## src/rtl/draw_sprite_if.sv

```systemverilog
// vga_if: pixel-clock VGA timing bundle (counters, syncs, blanks, 12-bit colour)
// shared by the stages of the video pipeline.
interface vga_if;
  logic [10:0] hcount;
  logic [10:0] vcount;
  logic        hsync;
  logic        hblnk;
  logic        vsync;
  logic        vblnk;
  logic [11:0] rgb;

  modport in  (input  hcount, vcount, hsync, hblnk, vsync, vblnk, rgb);
  modport out (output hcount, vcount, hsync, hblnk, vsync, vblnk, rgb);
endinterface

```

## src/rtl/draw_sprite.sv

```systemverilog
// draw_sprite: overlays an IMG_W x IMG_H ROM image, optionally upscaled, at a per-frame position.
// Define DRAW_SPRITE_KEY_EN to make ROM pixels equal to KEY_COLOR transparent.
module draw_sprite #(
  parameter int          IMG_W       = 156,
  parameter int          IMG_H       = 200,
  parameter int          ADDR_W      = 15,
  parameter int          SCALE_LOG2  = 0,
  parameter int          ROM_LATENCY = 1,
  parameter int          X_INIT      = 50,
  parameter int          Y_INIT      = 50,
  parameter logic [11:0] KEY_COLOR   = 12'hF0F
) (
  input  logic              clk,
  input  logic              rst,
  input  logic [10:0]       xpos,
  input  logic [10:0]       ypos,
  input  logic              en,
  input  logic [11:0]       rgb_pixel,
  output logic [ADDR_W-1:0] pixel_addr,
  vga_if.in                 in,
  vga_if.out                out
);

`ifdef DRAW_SPRITE_KEY_EN
  localparam logic KEY_ON = 1'b1;
`else
  localparam logic KEY_ON = 1'b0;
`endif
  localparam logic [12:0] SPR_W = 13'(IMG_W << SCALE_LOG2);
  localparam logic [12:0] SPR_H = 13'(IMG_H << SCALE_LOG2);

  typedef struct packed {
    logic [10:0] hcount;
    logic [10:0] vcount;
    logic        hsync;
    logic        hblnk;
    logic        vsync;
    logic        vblnk;
    logic [11:0] rgb;
  } vid_t;

  typedef struct packed {
    vid_t vid;
    logic hit;
  } pipe_t;

  logic [10:0]       x0_r;
  logic [10:0]       y0_r;
  logic              en_r;
  logic [11:0]       dx_s;
  logic [11:0]       dy_s;
  logic [10:0]       col_s;
  logic [10:0]       row_s;
  logic              hit_s;
  logic [ADDR_W-1:0] addr_s;
  pipe_t             stage0_s;
  pipe_t             last_s;
  pipe_t             dly_r [ROM_LATENCY+1];
  logic [11:0]       rgb_s;
  vid_t              out_r;

  // Frame-start latch of position and enable
  always_ff @(posedge clk or negedge rst) begin
    if (!rst) begin
      x0_r <= 11'(X_INIT);
      y0_r <= 11'(Y_INIT);
      en_r <= 1'b1;
    end else if ((in.hcount == 11'd0) && (in.vcount == 11'd0)) begin
      x0_r <= xpos;
      y0_r <= ypos;
      en_r <= en;
    end
  end

  // Stage 0 hit test and ROM address; a negative offset shows up in bit 11, so no wrap
  always_comb begin
    dx_s   = {1'b0, in.hcount} - {1'b0, x0_r};
    dy_s   = {1'b0, in.vcount} - {1'b0, y0_r};
    col_s  = dx_s[10:0] >> SCALE_LOG2;
    row_s  = dy_s[10:0] >> SCALE_LOG2;
    addr_s = ADDR_W'(row_s) * ADDR_W'(IMG_W) + ADDR_W'(col_s);
    hit_s  = en_r && !dx_s[11] && !dy_s[11] &&
             ({2'b00, dx_s[10:0]} < SPR_W) && ({2'b00, dy_s[10:0]} < SPR_H) &&
             !in.hblnk && !in.vblnk;
    stage0_s.vid.hcount = in.hcount;
    stage0_s.vid.vcount = in.vcount;
    stage0_s.vid.hsync  = in.hsync;
    stage0_s.vid.hblnk  = in.hblnk;
    stage0_s.vid.vsync  = in.vsync;
    stage0_s.vid.vblnk  = in.vblnk;
    stage0_s.vid.rgb    = in.rgb;
    stage0_s.hit        = hit_s;
  end

  // ROM address register and timing delay line matching the ROM latency
  always_ff @(posedge clk or negedge rst) begin
    if (!rst) begin
      pixel_addr <= '0;
      for (int i = 0; i <= ROM_LATENCY; i++) dly_r[i] <= '0;
    end else begin
      pixel_addr <= hit_s ? addr_s : '0;
      dly_r[0]   <= stage0_s;
      for (int i = 1; i <= ROM_LATENCY; i++) dly_r[i] <= dly_r[i-1];
    end
  end

  // Colour select: ROM pixel on a hit unless it is the key colour
  always_comb begin
    last_s = dly_r[ROM_LATENCY];
    if (last_s.hit && !(KEY_ON && (rgb_pixel == KEY_COLOR))) begin
      rgb_s = rgb_pixel;
    end else begin
      rgb_s = last_s.vid.rgb;
    end
  end

  // Output register
  always_ff @(posedge clk or negedge rst) begin
    if (!rst) begin
      out_r <= '0;
    end else begin
      out_r     <= last_s.vid;
      out_r.rgb <= rgb_s;
    end
  end

  assign out.hcount = out_r.hcount;
  assign out.vcount = out_r.vcount;
  assign out.hsync  = out_r.hsync;
  assign out.hblnk  = out_r.hblnk;
  assign out.vsync  = out_r.vsync;
  assign out.vblnk  = out_r.vblnk;
  assign out.rgb    = out_r.rgb;

endmodule
```

## src/flat_wrapper.sv

```systemverilog
// flat-port wrapper written by rule: the top's interface ports become plain ports
module draw_sprite_flat 
#(
  parameter int          IMG_W       = 156,
  parameter int          IMG_H       = 200,
  parameter int          ADDR_W      = 15,
  parameter int          SCALE_LOG2  = 0,
  parameter int          ROM_LATENCY = 1,
  parameter int          X_INIT      = 50,
  parameter int          Y_INIT      = 50,
  parameter logic [11:0] KEY_COLOR   = 12'hF0F
)
  (clk, rst, xpos, ypos, en, rgb_pixel, pixel_addr, in_hcount, in_vcount, in_hsync, in_hblnk, in_vsync, in_vblnk, in_rgb, out_hcount, out_vcount, out_hsync, out_hblnk, out_vsync, out_vblnk, out_rgb);
  vga_if in_i ();
  vga_if out_i ();
  input  logic clk;
  input  logic rst;
  input  logic [10:0] xpos;
  input  logic [10:0] ypos;
  input  logic en;
  input  logic [11:0] rgb_pixel;
  output logic [ADDR_W-1:0] pixel_addr;
  input wire logic [$bits(in_i.hcount)-1:0] in_hcount;
  input wire logic [$bits(in_i.vcount)-1:0] in_vcount;
  input wire logic [$bits(in_i.hsync)-1:0] in_hsync;
  input wire logic [$bits(in_i.hblnk)-1:0] in_hblnk;
  input wire logic [$bits(in_i.vsync)-1:0] in_vsync;
  input wire logic [$bits(in_i.vblnk)-1:0] in_vblnk;
  input wire logic [$bits(in_i.rgb)-1:0] in_rgb;
  output wire logic [$bits(out_i.hcount)-1:0] out_hcount;
  output wire logic [$bits(out_i.vcount)-1:0] out_vcount;
  output wire logic [$bits(out_i.hsync)-1:0] out_hsync;
  output wire logic [$bits(out_i.hblnk)-1:0] out_hblnk;
  output wire logic [$bits(out_i.vsync)-1:0] out_vsync;
  output wire logic [$bits(out_i.vblnk)-1:0] out_vblnk;
  output wire logic [$bits(out_i.rgb)-1:0] out_rgb;
  assign in_i.hcount = in_hcount;
  assign in_i.vcount = in_vcount;
  assign in_i.hsync = in_hsync;
  assign in_i.hblnk = in_hblnk;
  assign in_i.vsync = in_vsync;
  assign in_i.vblnk = in_vblnk;
  assign in_i.rgb = in_rgb;
  assign out_hcount = out_i.hcount;
  assign out_vcount = out_i.vcount;
  assign out_hsync = out_i.hsync;
  assign out_hblnk = out_i.hblnk;
  assign out_vsync = out_i.vsync;
  assign out_vblnk = out_i.vblnk;
  assign out_rgb = out_i.rgb;
  draw_sprite #(.IMG_W(IMG_W), .IMG_H(IMG_H), .ADDR_W(ADDR_W), .SCALE_LOG2(SCALE_LOG2), .ROM_LATENCY(ROM_LATENCY), .X_INIT(X_INIT), .Y_INIT(Y_INIT), .KEY_COLOR(KEY_COLOR)) u_core (.clk(clk), .rst(rst), .xpos(xpos), .ypos(ypos), .en(en), .rgb_pixel(rgb_pixel), .pixel_addr(pixel_addr), .in(in_i), .out(out_i));
endmodule
```

## config.mk

```make
export PLATFORM = sky130hd
export DESIGN_NAME = draw_sprite_flat
export DESIGN_NICKNAME = d
export VERILOG_FILES = /design/src/rtl/draw_sprite_if.sv /design/src/rtl/draw_sprite.sv /design/src/flat_wrapper.sv
export SDC_FILE = /design/constraint.sdc
export NUM_CORES = 1
export LEC_CHECK = 0
export BUFFER_PORTS_ARGS = -buffer_cell sky130_fd_sc_hd__buf_2
export CORE_UTILIZATION = 53
export DETAILED_ROUTE_END_ITERATION = 6
export HOLD_SLACK_MARGIN = 0.05
export PLACE_DENSITY = 0.84
export SKIP_LAST_GASP = 1
export SYNTH_ARGS = -nofsm -noshare
export SYNTH_HDL_FRONTEND = slang
export SYNTH_SLANG_ARGS = --single-unit
export TNS_END_PERCENT = 20
```

## constraint.sdc

```tcl
create_clock -name clk -period 15.5 [get_ports clk]
set_input_delay 2.325 -clock clk [delete_from_list [all_inputs] [get_ports clk]]
set_output_delay 2.325 -clock clk [all_outputs]
set_load 0.02 [all_outputs]
```

* After elaboration in Yosys (flattened, before gate mapping) *
Index checks and enable logic that the tools add are counted.

operators by class
  add/sub/neg operators = 3
  multiply operators = 1
  div/mod/pow operators = 0
  $lt $le $gt $ge = 2
  equality and inequality tests = 0
  shifts and indexed selects = 0
  muxes and demuxes = 2
  bitwise operators = 0
  reduce and logical (&&, ||, !) cells = 13

operator list
  cell                   count
  $sub 11x11->12         2
  $logic_not 11->1       2
  $lt 11x8->1 const B    2
  $add 15x11->15         1
  $mux 15                1
  $mul 11x6->13 const B  1
  $mux 12                1
  $logic_and 1x1->1      7
  $logic_not 1->1        4

word-level totals
  bits in registers = 154
  bits in latches = 0
  bits in writable memories = 0
  memory bits (read-only) = 0
  output and inout port bits = 53
  logic and storage cells = 48
  memories kept = 0

* Depth between registers and ports, before layout *
  depth after elaboration = 9
  depth in mapped cells = 25
  gate-level depth less buffers = 25

* Worst setup path before layout *
No wires, ideal clock.

  kind = input port to flip-flop
  start = input in_vcount[0]
  end = register u_core.pixel_addr[14]
  library setup time = 0.119 ns
  arrival = 7.039 ns
  path slack = 8.342 ns
  stages = 22
  path buffers = 0
  path through = inv_1 -> ha_1 -> inv_1 -> fa_1 -> a21oi_2 -> o211ai_1 -> o41ai_1 -> xnor2_1 -> fa_1 -> ha_1 -> inv_1 -> fa_1 -> inv_1 -> ha_1 -> nand3_1 -> nand4b_1 -> a21o_1 -> a21oi_1 -> xnor2_1 -> o2111ai_1 -> xnor3_1 -> and2_1

between the ends
  longest elaborated chain between the ends = 8
  elaborated cells between the ends (all ways) = 11
  those cells by class = add/sub (2); mul (1); order compare (1); mux (1); reduce/logical (6)

ends and longest elaborated chain
  item                                                                    line                source
  start, declared                                                         flat_wrapper.sv:24  input wire logic [$bits(in_i.vcount)-1:0] in_vcount;
  $sub 11x11->12 (*)                                                      draw_sprite.sv:78   dy_s = {1'b0, in.vcount} - {1'b0, y0_r};
  parallel branches: the longest is 6 deep, another holds $add 15x11->15  -
  $mux 15 (*)                                                             draw_sprite.sv:101  pixel_addr <= hit_s ? addr_s : '0;
  end signal, assigned                                                    draw_sprite.sv:101
  end, declared                                                           draw_sprite.sv:19   output logic [ADDR_W-1:0] pixel_addr,

Every way passes the cells marked *.
A chain may end at the register's enable or synchronous reset.

* Final worst setup path *
Same ends and word-level chain as after synthesis.

==> reports/metrics.cfg <==
[place]
hpwl_um = 10010
gp_congestion = 0.8582
placed_cells = 840
numPortBuffers = 127

[critical_path]
crit_arrival_ns = 7.68
cp.required_ns = 15.81
start_kind = primary input
critPathMaxStageDelay_ns = 0.53
crit_chain = buf_2, inv_1, ha_1, inv_1, fa_1, a21oi_2, o211ai_1, o41ai_1, xnor2_1, fa_1, ha_1, inv_1, fa_1, inv_1, ha_1, nand3_1, nand4b_1, a21o_1, a21oi_1, xnor2_1, o2111ai_1, xnor3_1, and2_1
end_kind = flop
crit_top_cell = inv_1
path_max_fanout = 5
regToRegStartpoint = u_core.y0_r[4]
cp_top_family = adder cells
r2r_cells = 22
r2r-end = u_core.pixel_addr[14]
crit_path_start = in_vcount[0]
slowest_stage = fa_1
reg2reg_slack_ns = 9.78
cp.depth = 23
crit_buf_inv = 5
cp-endpoint = u_core.pixel_addr[14]
worst-setup-path-type = primary input to flop

[sta]
fin_setup_tns_ns = 0
period_needed_ns = 7.365
hold_viol = 0
rsz0062_at_grt = false
skew_ns = 0.01351
finalCritPeriodShare_pct = 47.51
tightestPinTransition_ns = 0.9769
slew_headroom_pct = 34.87
slew_viol_final = 0
max_freq_mhz = 135.8
worst_hold_slack_ns = 0.3360
setup_violations = 0

[route]
vias = 4481
dr.pass1.iters = 5
drtAntennaViolNets = 0
totalWireLength_um = 13980
drc = 0
avgRoutedWirePerCell_um = 16.05
routed_via_density = 5.145
drtIter0Drc = 257

[cts]
postCtsSetupRepairBufs = 0
cts_num_sinks = 154
cts_resized = 0
clkLatencyLatePin_ns = 0.42
cts_root_buffer = clkbuf_16
cts-buffers-inserted = 17
cts_hold_buffers = 0
htreeDepth = 4
cts_buffer_depth = 2
cts_tree = built
clk_pin_slew_ns = 0.06

[layout]
final_cell_mix = 147 x dfrtp_1, 126 x buf_2, 58 x inv_1, 58 x ha_1, 31 x nand2_1
area_growth_pct = 20.93
fin_cells = 871
mostFrequentLayoutCell = dfrtp_1
drive_gt1_share_pct = 26.61
fin_nets = 836
antenna_cells = 0
nFillCells = 930
final_util_pct = 65.48

[global_routing]
grt_pass1_wl_um = 22160
grt_overflow = 0
antenna_found_initial = 0
track_usage_pct = 22.40
grt_pass1_vias = 4681
grt_max_degree = 83

[die]
die_width_um = 115.5
io_pins = 128
die_h_um = 115.5
start_util_pct = 54.14
core-area_mm2 = 0.01262
rows = 41
dieArea_mm2 = 0.01335

[power]
switching_power_uw = 341.4
switching_share_pct = 29.68
p_leak_uw = 0.004167
power.internal_uw = 808.8
power_density_mw_per_mm2 = 139.2
vdd_drop_max_mv = 0.1000
pwr-share-comb_pct = 28.0
power_frac_clock_pct = 35.4
power_uw = 1150
pwr-share-seq_pct = 36.6

[synth]
synth_warnings = 0
synth_area_mm2 = 0.006833
synth_edf_count = 0
synth_nets = 697
syn_avg_cell_area_um2 = 12.47
yosys_register_bits = 154
syn_inst = 548
ys_types = 50
synth_flop_cell = dfrtp_1
async_flop_share_pct = 100.0
yosysSeqAreaShare_pct = 56.53

[hold_path]
hp-class = flop to flop

[flow_run]
max_cap_viol_count = 0

[run_status]
status = completed

-- per-layer routing --
metal	routed length [µm]	global-route usage, %	share of wire [%]	vias up
met1	5709	25.76	41	2173
li1	-	-	-	2116
met4	471	12.03	3.4	0
met5	0	0	0	-
met3	776	6.485	5.6	33
met2	7021	37.92	50	159
-- state kept, by name, indices dropped and copies added (netlist names), 11 cells and up --
signal and count:
u_core.y0_r 11, u_core.x0_r 11, u_core.pixel_addr 15, u_core.out.hcount 11, u_core.out.vcount 11, u_core.out.rgb 12, u_core.dly_r 78
-- cells in the mapped netlist (all sizes together), types with 3 or more instances --
| cell type | instances | share of area (%) |
|---|---|---|
| nor3 | 6 | 0.44 |
| nor2 | 20 | 1.2 |
| a21o | 7 | 0.77 |
| fa | 16 | 4.7 |
| o21ai | 37 | 2.7 |
| ha | 58 | 11 |
| xnor2 | 27 | 3.5 |
| dfrtp | 147 | 54 |
| clkbuf | 7 | 0.38 |
| a21oi | 18 | 1.4 |
| o21a | 7 | 0.77 |
| inv | 58 | 3.2 |
| o21bai | 5 | 0.55 |
| xor2 | 13 | 1.7 |
| nor4 | 8 | 0.73 |
| nand3 | 8 | 0.59 |
| nand2 | 31 | 1.7 |
| nor2b | 6 | 0.55 |
| nand2b | 3 | 0.27 |
| dfstp | 7 | 2.7 |
| mux2 | 15 | 2.5 |
| and2 | 14 | 1.3 |
-- power groups by stage --
stage / Sequential (µW) / Combinational (µW) / Clock, µW
finish: 421 / 322 / 407
floorplan: 434 / 236 / 0
global placement: 427 / 303 / 0
detailed placement: 428 / 317 / 0
global route: 423 / 366 / 432
CTS: 422 / 320 / 414
-- worst register-to-register path, stage by stage (launching register included) --
cell and delay, ns:
dfstp_2 0.53, inv_1 0.05, ha_1 0.42, nand3_1 0.12, o211ai_1 0.27, nor2_1 0.12, xnor2_1 0.62, xnor2_1 0.18
xnor2_1 0.16, ha_1 0.30, inv_1 0.05, fa_1 0.52, inv_1 0.05, ha_1 0.39, nand3_1 0.11, o211ai_1 0.22
nor2_1 0.09, xnor2_1 0.17, ha_1 0.29, and2_1 0.19, o2111ai_1 0.26, xnor3_1 0.35, and2_1 0.16
-- area by class of cell --
| cell class | count | area [µm²] | share of cell area, % |
|---|---|---|---|
| flip-flops and latches | 154 | 3862 | 46.74 |
| multi-input cells | 327 | 2721 | 32.93 |
| repair buffers | 129 | 656.9 | 7.950 |
| clock buffers | 22 | 474.2 | 5.739 |
| inverters | 58 | 217.7 | 2.635 |
| well taps | 172 | 215.2 | 2.604 |
| clock inverters | 9 | 115.1 | 1.393 |
-- how the worst min path moves through the flow --
stage,from,to,slack [ns],depth (start not counted)
global placement,u_core.dly_r[47],u_core.dly_r[8],0.33,0
floorplan,u_core.dly_r[39],u_core.dly_r[0],0.33,0
finish,u_core.dly_r[13],u_core.out.vblnk,0.34,0
global route,u_core.dly_r[32],u_core.out.hcount[4],0.35,0
CTS,u_core.dly_r[28],u_core.out.hcount[0],0.34,0
detailed placement,u_core.dly_r[49],u_core.dly_r[10],0.33,0
-- kinds of logic (layout without fill, tap and decap cells) --
| family | count (synthesis) | count (layout) | synth area share (%) |
|---|---|---|---|
| compound gates | 89 | 89 | 8.405 |
| xor+xnor | 41 | 41 | 5.457 |
| fa+ha+maj | 75 | 75 | 15.46 |
| buf+inv | 67 | 218 | 3.736 |
| flops | 154 | 154 | 56.53 |
| mux | 15 | 15 | 2.472 |
| simple gates | 107 | 107 | 7.947 |
-- stage by stage --
| stage | setup WS [ns] | cell area [µm²] |
|---|---|---|
| 2_1_floorplan | 8.342 | 6833 |
| 3_3_place_gp | 7.971 | 7674 |
| 3_5_place_dp | 7.766 | 7674 |
| 4_1_cts | 8.153 | 8263 |
| 5_1_grt | 7.861 | 8263 |
| 6_report | 8.135 | 8263 |
Power figures use the tool's default switching activity.
